$ cat config.mk
export PLATFORM = sky130hd
export DESIGN_NAME = render_frame_sequencer
export DESIGN_NICKNAME = d
export VERILOG_FILES = /design/src/rtl/render_pkg.sv /design/src/rtl/fb_clear_counter.sv /design/src/rtl/render_frame_sequencer.sv
export SDC_FILE = /design/constraint.sdc
export NUM_CORES = 1
export LEC_CHECK = 0
export BUFFER_PORTS_ARGS = -buffer_cell sky130_fd_sc_hd__clkbuf_2
export CAP_MARGIN = 30
export CORE_MARGIN = 10
export CORE_UTILIZATION = 50
export DETAILED_ROUTE_END_ITERATION = 10
export PLACE_DENSITY = 0.79
export SYNTH_ARGS = -nofsm -noshare
export SYNTH_HDL_FRONTEND = slang
export SYNTH_HIERARCHICAL = 1
export SYNTH_SLANG_ARGS = --single-unit
$ cat constraint.sdc
create_clock -name clk -period 5.3 [get_ports clk]
set_input_delay 0.265 -clock clk [delete_from_list [all_inputs] [get_ports clk]]
set_output_delay 0.265 -clock clk [all_outputs]
set_load 0.05 [all_outputs]
$ cat src/rtl/render_pkg.sv
// rtl/render_pkg.sv - shared frame-buffer geometry, pixel type and sequencer state encoding
package render_pkg;

  localparam int FB_WIDTH  = 320;
  localparam int FB_HEIGHT = 240;
  localparam int FB_DEPTH  = FB_WIDTH * FB_HEIGHT;
  localparam int COLOR_W   = 12;
  localparam int ADDR_W    = 17;

  typedef logic [COLOR_W-1:0] pixel_t;

  typedef enum logic [1:0] {
    IDLE   = 2'd0,
    CLEAR  = 2'd1,
    RENDER = 2'd2
  } seq_state_t;

  function automatic int clamp_count(input int count, input int depth);
    return (count > depth) ? depth : count;
  endfunction

endpackage

$ cat src/rtl/fb_clear_counter.sv
// rtl/fb_clear_counter.sv - walks frame-buffer addresses 0..COUNT-1, one per cycle after start
module fb_clear_counter #(
  parameter int COUNT  = 76800,
  parameter int ADDR_W = 17
) (
  input  logic              clk,
  input  logic              rst,
  input  logic              start,
  output logic              busy,
  output logic              last,
  output logic [ADDR_W-1:0] addr
);

  localparam logic [ADDR_W-1:0] LAST_ADDR = ADDR_W'((COUNT == 0) ? 0 : COUNT - 1);

  logic              busy_q, busy_d;
  logic [ADDR_W-1:0] addr_q, addr_d;

  always_comb begin
    busy_d = busy_q;
    addr_d = addr_q;
    if (start && COUNT != 0) begin
      busy_d = 1'b1;
      addr_d = '0;
    end else if (busy_q) begin
      if (addr_q == LAST_ADDR) busy_d = 1'b0;
      else                     addr_d = addr_q + 1'b1;
    end
  end

  always_ff @(posedge clk) begin
    if (rst) begin
      busy_q <= 1'b0;
      addr_q <= '0;
    end else begin
      busy_q <= busy_d;
      addr_q <= addr_d;
    end
  end

  assign busy = busy_q;
  assign last = busy_q && (addr_q == LAST_ADDR);
  assign addr = addr_q;

endmodule

$ cat src/rtl/render_frame_sequencer.sv
// rtl/render_frame_sequencer.sv - IDLE->CLEAR->RENDER frame sequencer owning the frame-buffer write port
// Optional RENDER timeout enabled by defining RENDER_WATCHDOG_EN.
module render_frame_sequencer
  import render_pkg::*;
#(
  parameter int PIXEL_RESET_COUNT = 76800,
  parameter int FB_DEPTH          = render_pkg::FB_DEPTH,
  parameter int ADDR_W            = render_pkg::ADDR_W,
  parameter int COLOR_W           = render_pkg::COLOR_W,
  parameter int FRAME_W           = 8,
  parameter int WDOG_CYCLES       = 2000000
) (
  input  logic               clk,
  input  logic               rst,
  input  logic               start,
  input  logic               skip_clear,
  input  logic               increment_frame,
  input  logic [COLOR_W-1:0] clear_color,
  output logic               raster_start,
  input  logic               raster_done,
  input  logic               raster_we,
  input  logic [ADDR_W-1:0]  raster_addr,
  input  logic [COLOR_W-1:0] raster_data,
  output logic               raster_ready,
  output logic               fb_we,
  output logic [ADDR_W-1:0]  fb_addr,
  output logic [COLOR_W-1:0] fb_data,
  output logic [1:0]         state,
  output logic [FRAME_W-1:0] frame_idx,
  output logic               frame_done,
  output logic               timeout
);

  localparam int CLEAR_N = clamp_count(PIXEL_RESET_COUNT, FB_DEPTH);

  seq_state_t         state_q, state_d;
  logic               start_q, inc_q;
  logic [COLOR_W-1:0] color_q, color_d;
  logic [FRAME_W-1:0] frame_idx_q, frame_idx_d;
  logic               raster_start_q, raster_start_d;
  logic               frame_done_q, frame_done_d;
  logic               fb_we_q, fb_we_d;
  logic [ADDR_W-1:0]  fb_addr_q, fb_addr_d;
  logic [COLOR_W-1:0] fb_data_q, fb_data_d;
  logic               timeout_q, timeout_d;

  logic               start_ev, inc_ev, done_ok, wdog_expire;
  logic               clr_start, clr_busy, clr_last;
  logic [ADDR_W-1:0]  clr_addr;

  assign start_ev  = start && !start_q;
  assign inc_ev    = increment_frame && !inc_q;
  assign clr_start = (state_q == IDLE) && start_ev && !skip_clear;
  // The done pulse that races the launch pulse belongs to a previous job.
  assign done_ok   = raster_done && !raster_start_q;

  fb_clear_counter #(
    .COUNT  (CLEAR_N),
    .ADDR_W (ADDR_W)
  ) u_clear (
    .clk   (clk),
    .rst   (rst),
    .start (clr_start),
    .busy  (clr_busy),
    .last  (clr_last),
    .addr  (clr_addr)
  );

`ifdef RENDER_WATCHDOG_EN
  localparam int WDOG_W = $clog2(WDOG_CYCLES + 1);
  logic [WDOG_W-1:0] wdog_q, wdog_d;

  assign wdog_d      = (state_q == RENDER) ? wdog_q + 1'b1 : '0;
  assign wdog_expire = (state_q == RENDER) && (wdog_q == WDOG_W'(WDOG_CYCLES - 1));

  always_ff @(posedge clk) begin
    if (rst) wdog_q <= '0;
    else     wdog_q <= wdog_d;
  end
`else
  assign wdog_expire = 1'b0;
`endif

  // fb_* are registered, so each state computes what the port shows next cycle.
  always_comb begin
    state_d        = state_q;
    color_d        = color_q;
    frame_idx_d    = frame_idx_q;
    raster_start_d = 1'b0;
    frame_done_d   = 1'b0;
    fb_we_d        = 1'b0;
    fb_addr_d      = fb_addr_q;
    fb_data_d      = fb_data_q;
    timeout_d      = timeout_q;
    case (state_q)
      IDLE: begin
        if (inc_ev) frame_idx_d = frame_idx_q + 1'b1;
        if (start_ev) begin
          color_d = clear_color;
          if (!skip_clear && CLEAR_N != 0) begin
            state_d   = CLEAR;
            fb_we_d   = 1'b1;
            fb_addr_d = '0;
            fb_data_d = clear_color;
          end else begin
            state_d        = RENDER;
            raster_start_d = 1'b1;
          end
        end
      end
      CLEAR: begin
        if (!clr_busy || clr_last) begin
          state_d        = RENDER;
          raster_start_d = 1'b1;
        end else begin
          fb_we_d   = 1'b1;
          fb_addr_d = clr_addr + 1'b1;
          fb_data_d = color_q;
        end
      end
      RENDER: begin
        if (raster_we) begin
          fb_we_d   = 1'b1;
          fb_addr_d = raster_addr;
          fb_data_d = raster_data;
        end
        if (done_ok) begin
          state_d      = IDLE;
          frame_done_d = 1'b1;
        end else if (wdog_expire) begin
          state_d   = IDLE;
          timeout_d = 1'b1;
        end
      end
      default: state_d = IDLE;
    endcase
  end

  always_ff @(posedge clk) begin
    if (rst) begin
      state_q        <= IDLE;
      start_q        <= 1'b0;
      inc_q          <= 1'b0;
      color_q        <= '0;
      frame_idx_q    <= '0;
      raster_start_q <= 1'b0;
      frame_done_q   <= 1'b0;
      fb_we_q        <= 1'b0;
      fb_addr_q      <= '0;
      fb_data_q      <= '0;
      timeout_q      <= 1'b0;
    end else begin
      state_q        <= state_d;
      start_q        <= start;
      inc_q          <= increment_frame;
      color_q        <= color_d;
      frame_idx_q    <= frame_idx_d;
      raster_start_q <= raster_start_d;
      frame_done_q   <= frame_done_d;
      fb_we_q        <= fb_we_d;
      fb_addr_q      <= fb_addr_d;
      fb_data_q      <= fb_data_d;
      timeout_q      <= timeout_d;
    end
  end

  assign state        = state_q;
  assign raster_ready = (state_q == RENDER);
  assign raster_start = raster_start_q;
  assign frame_done   = frame_done_q;
  assign frame_idx    = frame_idx_q;
  assign fb_we        = fb_we_q;
  assign fb_addr      = fb_addr_q;
  assign fb_data      = fb_data_q;
  assign timeout      = timeout_q;

endmodule
==> run_results.csv, run 1 <==
group,metric,value,unit
pwr,swShare,38.1,%
yosys,ys_ff_latch,74,
placed_design,place.port_buffers,90,
drt,ant_nets,0,
die,pin_count,92,
critical_path,arrival,3.29,ns
die,start_util,51.5,%
global_route,grt_pass1_wl,16.7,mm
pwr,ir_drop,0.000227,V
sta,fmax,0.325,GHz
sta,fin_tns_setup,0,ns
yosys,ys_types,49,
cts,htreeDepth,3,
sta,finalCritPeriodShare,58.1,%
sta,finalMaxSlewViolations,0,
sta,rsz0062_at_grt,"no",
pwr,combPwrFrac,33.6,%
die,num_rows,31,
pwr,p_int,1100,uW
cts,clk_pin_slew_worst_paths,0.08,ns
cts,cts_tree,"built",
critical_path,crit_family,"simple AND/OR/NAND/NOR gates",
die,die_h,106,um
drt,drt_wl_total,10.2,mm
yosys,synth_nets,518,
hold_path,holdCritPathClass,"in2reg",
placed_design,place.gp.congestion,0.881,
critical_path,cp.required,5.51,ns
yosys,netlist_area,3740,um2
pwr,power,1770,uW
cts,cts_setup_buffers,0,
global_route,grt_max_degree,56,
drt,post-route-drc-count,0,
placed_design,dp_hpwl,7.46,mm
global_route,first_global_vias,3494,
critical_path,crit_fanout,11,
sta,setup_violations,0,
critical_path,cp_slowest_stage_delay,0.58,ns
layout,drive_above_1_share,22.3,%
cts,clock_path_buffers,2,
pwr,power_leakage,0.00179,uW
pwr,seqPwrFrac,36.7,%
sta,slew_headroom,34.3,%
cts,hold_buffers,0,
cts,cts-root-buf,"clkbuf_8",
drt,wl_per_cell,15.9,um
yosys,synth-edff-count,0,
sta,min_period,3.08,ns
sta,fin_skew,0.0112,ns
pwr,p_switching,676,uW
layout,diodes,0,
drt,drtPass1Iterations,5,
critical_path,end_kind,"flip-flop",
global_route,grt_usage,17.8,%
drt,vias_per_cell,5.63,
critical_path,critPathLaunchType,"flip-flop",
critical_path,cp_cell_sequence,"or4b_4 > or4_4 > nor3_1 > o21ai_0 > and3_1 > nand3_1 > o22ai_1",
die,coreArea,7250,um2
sta,final-hold-violation-count,0,
die,fp.dieW,106,um
drt,via_count,3613,
pwr,clkPwrFrac,29.7,%
die,die_area,11300,um2
global_route,antenna_found_initial,0,
cts,cts_resized,0,
layout,area_delta_synth_final,19.5,%
critical_path,worstSetupPathType,"reg2reg",
cts,cts_made_buffers,9,
cts,clk-insertion-delay-late,0.35,ns
yosys,synthCells,462,
layout,final_nets,594,
sta,tightestPinTransition,0.985,ns
yosys,yosys_most_used_dff,"dfxtp_1",
yosys,seq_area_frac_synth,39.6,%
run_status,status,"finished, final reports clean",
critical_path,crit_buf_inv,0,
pwr,power.density,397,nW/um2
yosys,synthArstFlopShare,0,%
yosys,synth_area_per_cell,8.09,um2
yosys,ys_warn_count,6,
critical_path,slowest_stage,"or4_4",
global_route,grt.overflow.total,0,
cts,cts.sinks,74,
flow_run,cap_violations,0,
drt,drt-initial-drc-count,195,
[placed cells by master (no fill, tap or decap), types with 2 or more instances in the layout]
cell / n
nand2_1: 79
a31oi_1: 8
clkbuf_8: 9
and2_1: 4
o31ai_1: 2
bufinv_16: 3
o22ai_1: 8
o211ai_1: 12
nor2b_1: 3
clkbuf_2: 90
nor4_4: 2
o21a_1: 2
nor2_1: 23
xnor2_1: 15
and4_1: 3
nand2b_1: 2
or2_2: 3
or4_4: 2
xor2_1: 7
nand3_1: 18
or3_1: 6
inv_1: 16
a21oi_1: 43
buf_8: 2
nand4_1: 8
a22oi_1: 18
mux2i_1: 9
dfxtp_1: 74
ha_1: 8
o21ai_0: 20
nor3_1: 9
and3_1: 14
[final timing paths]
check / slack [ns] / end / cells after the start / start
worst min-delay path: 0.14 / inc_q / 2 / increment_frame
worst min register to register: 0.46 / fb_data[10] / 2 / fb_data[10]
worst max register to register: 2.22 / fb_addr[11] / 7 / u_clear/addr[13]
worst max-delay path: 2.22 / fb_addr[11] / 7 / u_clear/addr[13]
[flip-flops by register name (all words and copies together), names as in the netlist]
name / cells
color_q: 12
raster_start: 1
frame_done: 1
u_clear/addr: 17
inc_q: 1
u_clear/busy: 1
fb_data: 12
fb_addr: 17
fb_we: 1
frame_idx: 8
state: 2
start_q: 1
[per-stage QoR]
stage	hold slack [ns]	instances	cell area [um2]	setup WS [ns]	utilization [%]
after floorplan	0.334	462	3740	2.68	-
after global placement	0.439	624	4190	2.09	57.8
after detailed placement	0.445	625	4210	1.99	58.0
after CTS	0.130	641	4450	1.97	61.3
after global routing	0.150	642	4460	2.00	61.5
final	0.139	642	4460	2.22	61.5
[cells by family after synthesis]
family                     synth area share, %
xor gates and xnor gates                  5.16
and+or+nand+nor                           25.8
muxes                                     2.41
AOI/OAI and AO/OA                         19.3
DFF                                       39.6
other                                    0.100
adders and majority gates                 2.68
buffers and inverters                     4.95
[layout make-up]
type                            instances  area [um2]
Fill cell                             651        2790
Multi-Input combinational cell        344        2070
Sequential cell                        74        1480
Timing Repair Buffer                   93         488
Clock buffer                           10         128
Tap cell                               99         124
Clock inverter                          6         113
Inverter                               16        60.1
[cell usage after synthesis (all sizes together), types with 9 or more instances]
cell	n	share of area, %
a22oi	18	3.6
dfxtp	74	40
o211ai	12	2.4
inv	16	1.6
nor2	23	2.3
mux2i	9	2.4
nor3	9	1.2
nand3	19	2.7
clkbuf	22	2.2
and3	14	2.3
xnor2	15	3.5
a21oi	43	5.8
nand2	79	7.9
o21ai	20	2.7
[power by group through the flow]
stage	Sequential (uW)	Combinational, uW	Clock (uW)
global route	658	649	560
global placement	661	565	0
CTS	651	585	537
detailed placement	663	583	0
finish	651	595	527
floorplan	805	315	0
[worst reg2reg max path: stages (launching register included)]
cell	delay, ns
dfxtp_1	0.44
or4b_4	0.53
or4_4	0.58
nor3_1	0.25
o21ai_0	0.21
and3_1	0.43
nand3_1	0.36
o22ai_1	0.14
[routing by layer]
metal | track usage, % | up-vias | routed length (um)
met4 | 4.64 | 0 | 143
met5 | 0 | - | 0
met1 | 20.6 | 1680 | 4180
li1 | - | 1793 | -
met3 | 6.28 | 11 | 834
met2 | 30.4 | 129 | 5030
Note: power is estimated with default switching activity, not from simulation.
==> run 2, diff against run 1 <==
==> constraint.sdc (replaced) <==
create_clock -name clk -period 3 [get_ports clk]
set_input_delay 0.15 -clock clk [delete_from_list [all_inputs] [get_ports clk]]
set_output_delay 0.15 -clock clk [all_outputs]
set_load 0.05 [all_outputs]
==> run_results.csv, run 2 (same netlist as run 1, synthesis figures left out) <==
group,metric,value,unit
sta,finalMaxSlewViolations,0,
die,start_util,51.5,%
drt,vias_per_cell,5.64,
pwr,power.density,683,nW/um2
die,coreArea,7250,um2
pwr,power,3090,uW
global_route,antenna_found_initial,0,
sta,tightestPinTransition,0.677,ns
layout,drive_above_1_share,24.2,%
die,num_rows,31,
sta,min_period,2.77,ns
global_route,grt_pass1_wl,17.4,mm
die,pin_count,92,
cts,cts.sinks,74,
cts,cts_setup_buffers,0,
placed_design,post-place-ws,0.0653,ns
sta,setup_violations,0,
layout,layout_common_cells,"clkbuf_2 (90), nand2_1 (79), dfxtp_1 (74)",
hold_path,whs_path_depth,3,
critical_path,rr_worst_depth,8,
sta,hold_ws,0.0302,ns
drt,drt-initial-drc-count,256,
pwr,ir_drop,0.000359,V
critical_path,rrSetupSlack,0.23,ns
sta,rsz0062_at_grt,"no",
die,die_area,11300,um2
cts,clk-insertion-delay-late,0.35,ns
drt,drtPass1Iterations,6,
critical_path,critPathLaunchType,"flip-flop",
critical_path,end_kind,"flip-flop",
global_route,grt_max_degree,35,
drt,wl_per_cell,16.3,um
cts,clk_pin_slew_worst_paths,0.08,ns
die,die_h,106,um
global_route,first_global_vias,3639,
die,fp.dieW,106,um
cts,hold_buffers,0,
layout,area_delta_synth_final,20.9,%
global_route,grt_usage,18.4,%
placed_design,dp_cells,637,
pwr,power_leakage,0.00183,uW
layout,nFillCells,670,
sta,fmax,0.361,GHz
cts,htreeDepth,3,
critical_path,arrival,2.99,ns
sta,slew_headroom,54.7,%
drt,post-route-drc-count,0,
global_route,grt.overflow.total,0,
sta,fin_skew,0.00633,ns
critical_path,worstSetupPathType,"reg2reg",
critical_path,cp.required,3.22,ns
layout,fin_cells,653,
placed_design,dp_hpwl,7.88,mm
cts,cts_resized,0,
cts,cts-root-buf,"clkbuf_8",
layout,diodes,0,
placed_design,place.port_buffers,90,
placed_design,place.gp.congestion,0.901,
cts,cts_tree,"built",
critical_path,crit_fanout,13,
flow_run,cap_violations,0,
drt,drt_wl_total,10.6,mm
layout,layout_commonest_cell,"clkbuf_2",
sta,fin_ws,0.227,ns
drt,ant_nets,0,
hold_path,holdCritPathClass,"in2reg",
drt,via_count,3681,
cts,clock_path_buffers,2,
sta,fin_tns_setup,0,ns
run_status,status,"finished, final reports clean",
cts,cts_made_buffers,9,
sta,final-hold-violation-count,0,
layout,final_nets,605,
sta,finalCritPeriodShare,92.4,%
run 2: cell count changes in the layout (fill, tap and decap cells not counted):
cell        before  now
nand3_1         18   17
and3_1          14   13
buf_4            1   14
nand3_2          1    2
bufinv_16        3    2
clkinvlp_4       0    1
buf_8            2    0
and3_4           0    1
run 2: area by class of cell:
cell class | instances | area (um2) | area share [%]
repair buffers | 104 | 556 | 12.3
flip-flops and latches | 74 | 1480 | 32.8
inverters | 16 | 60.1 | 1.33
well taps | 99 | 124 | 2.74
clock buffers | 10 | 128 | 2.82
multi-input cells | 344 | 2080 | 46.0
clock inverters | 6 | 90.1 | 1.99
run 2: per-stage QoR:
stage          utilization (%)  instance area, um2
5_1_grt                   62.3                4520
6_report                  62.3                4520
4_1_cts                   62.2                4510
3_3_place_gp              59.2                4290
3_5_place_dp              59.2                4290
2_1_floorplan                -                3740
run 2: final timing paths:
path	from	end
hold / removal	clear_color[5]	color_q[5]
setup reg to reg	u_clear/addr[12]	fb_addr[6]
hold reg to reg	fb_data[6]	fb_data[6]
setup / recovery	u_clear/addr[12]	fb_addr[6]
run 2: where the power goes:
part | switching (uW) | internal [uW] | total [uW]
logic | 756 | 320 | 1080
clock network | 387 | 471 | 858
registers | 72.4 | 1080 | 1150
total | 1220 | 1870 | 3090
run 2: worst max-delay path, cell delays in order (launching register included):
cell and delay (ns):
dfxtp_1 0.36, or4b_4 0.59, or4_4 0.58, nor3_1 0.22
o21ai_0 0.20, and3_4 0.27, buf_4 0.18, mux2i_1 0.15
o22ai_1 0.09
run 2: layer usage:
metal | vias to the layer above | part of all wire [%] | GRT usage (%)
met5 | - | 0 | 0
met2 | 130 | 49 | 31.2
met3 | 19 | 7.1 | 4.35
met1 | 1726 | 42 | 21.8
li1 | 1806 | - | -
met4 | 0 | 1.9 | 7.45
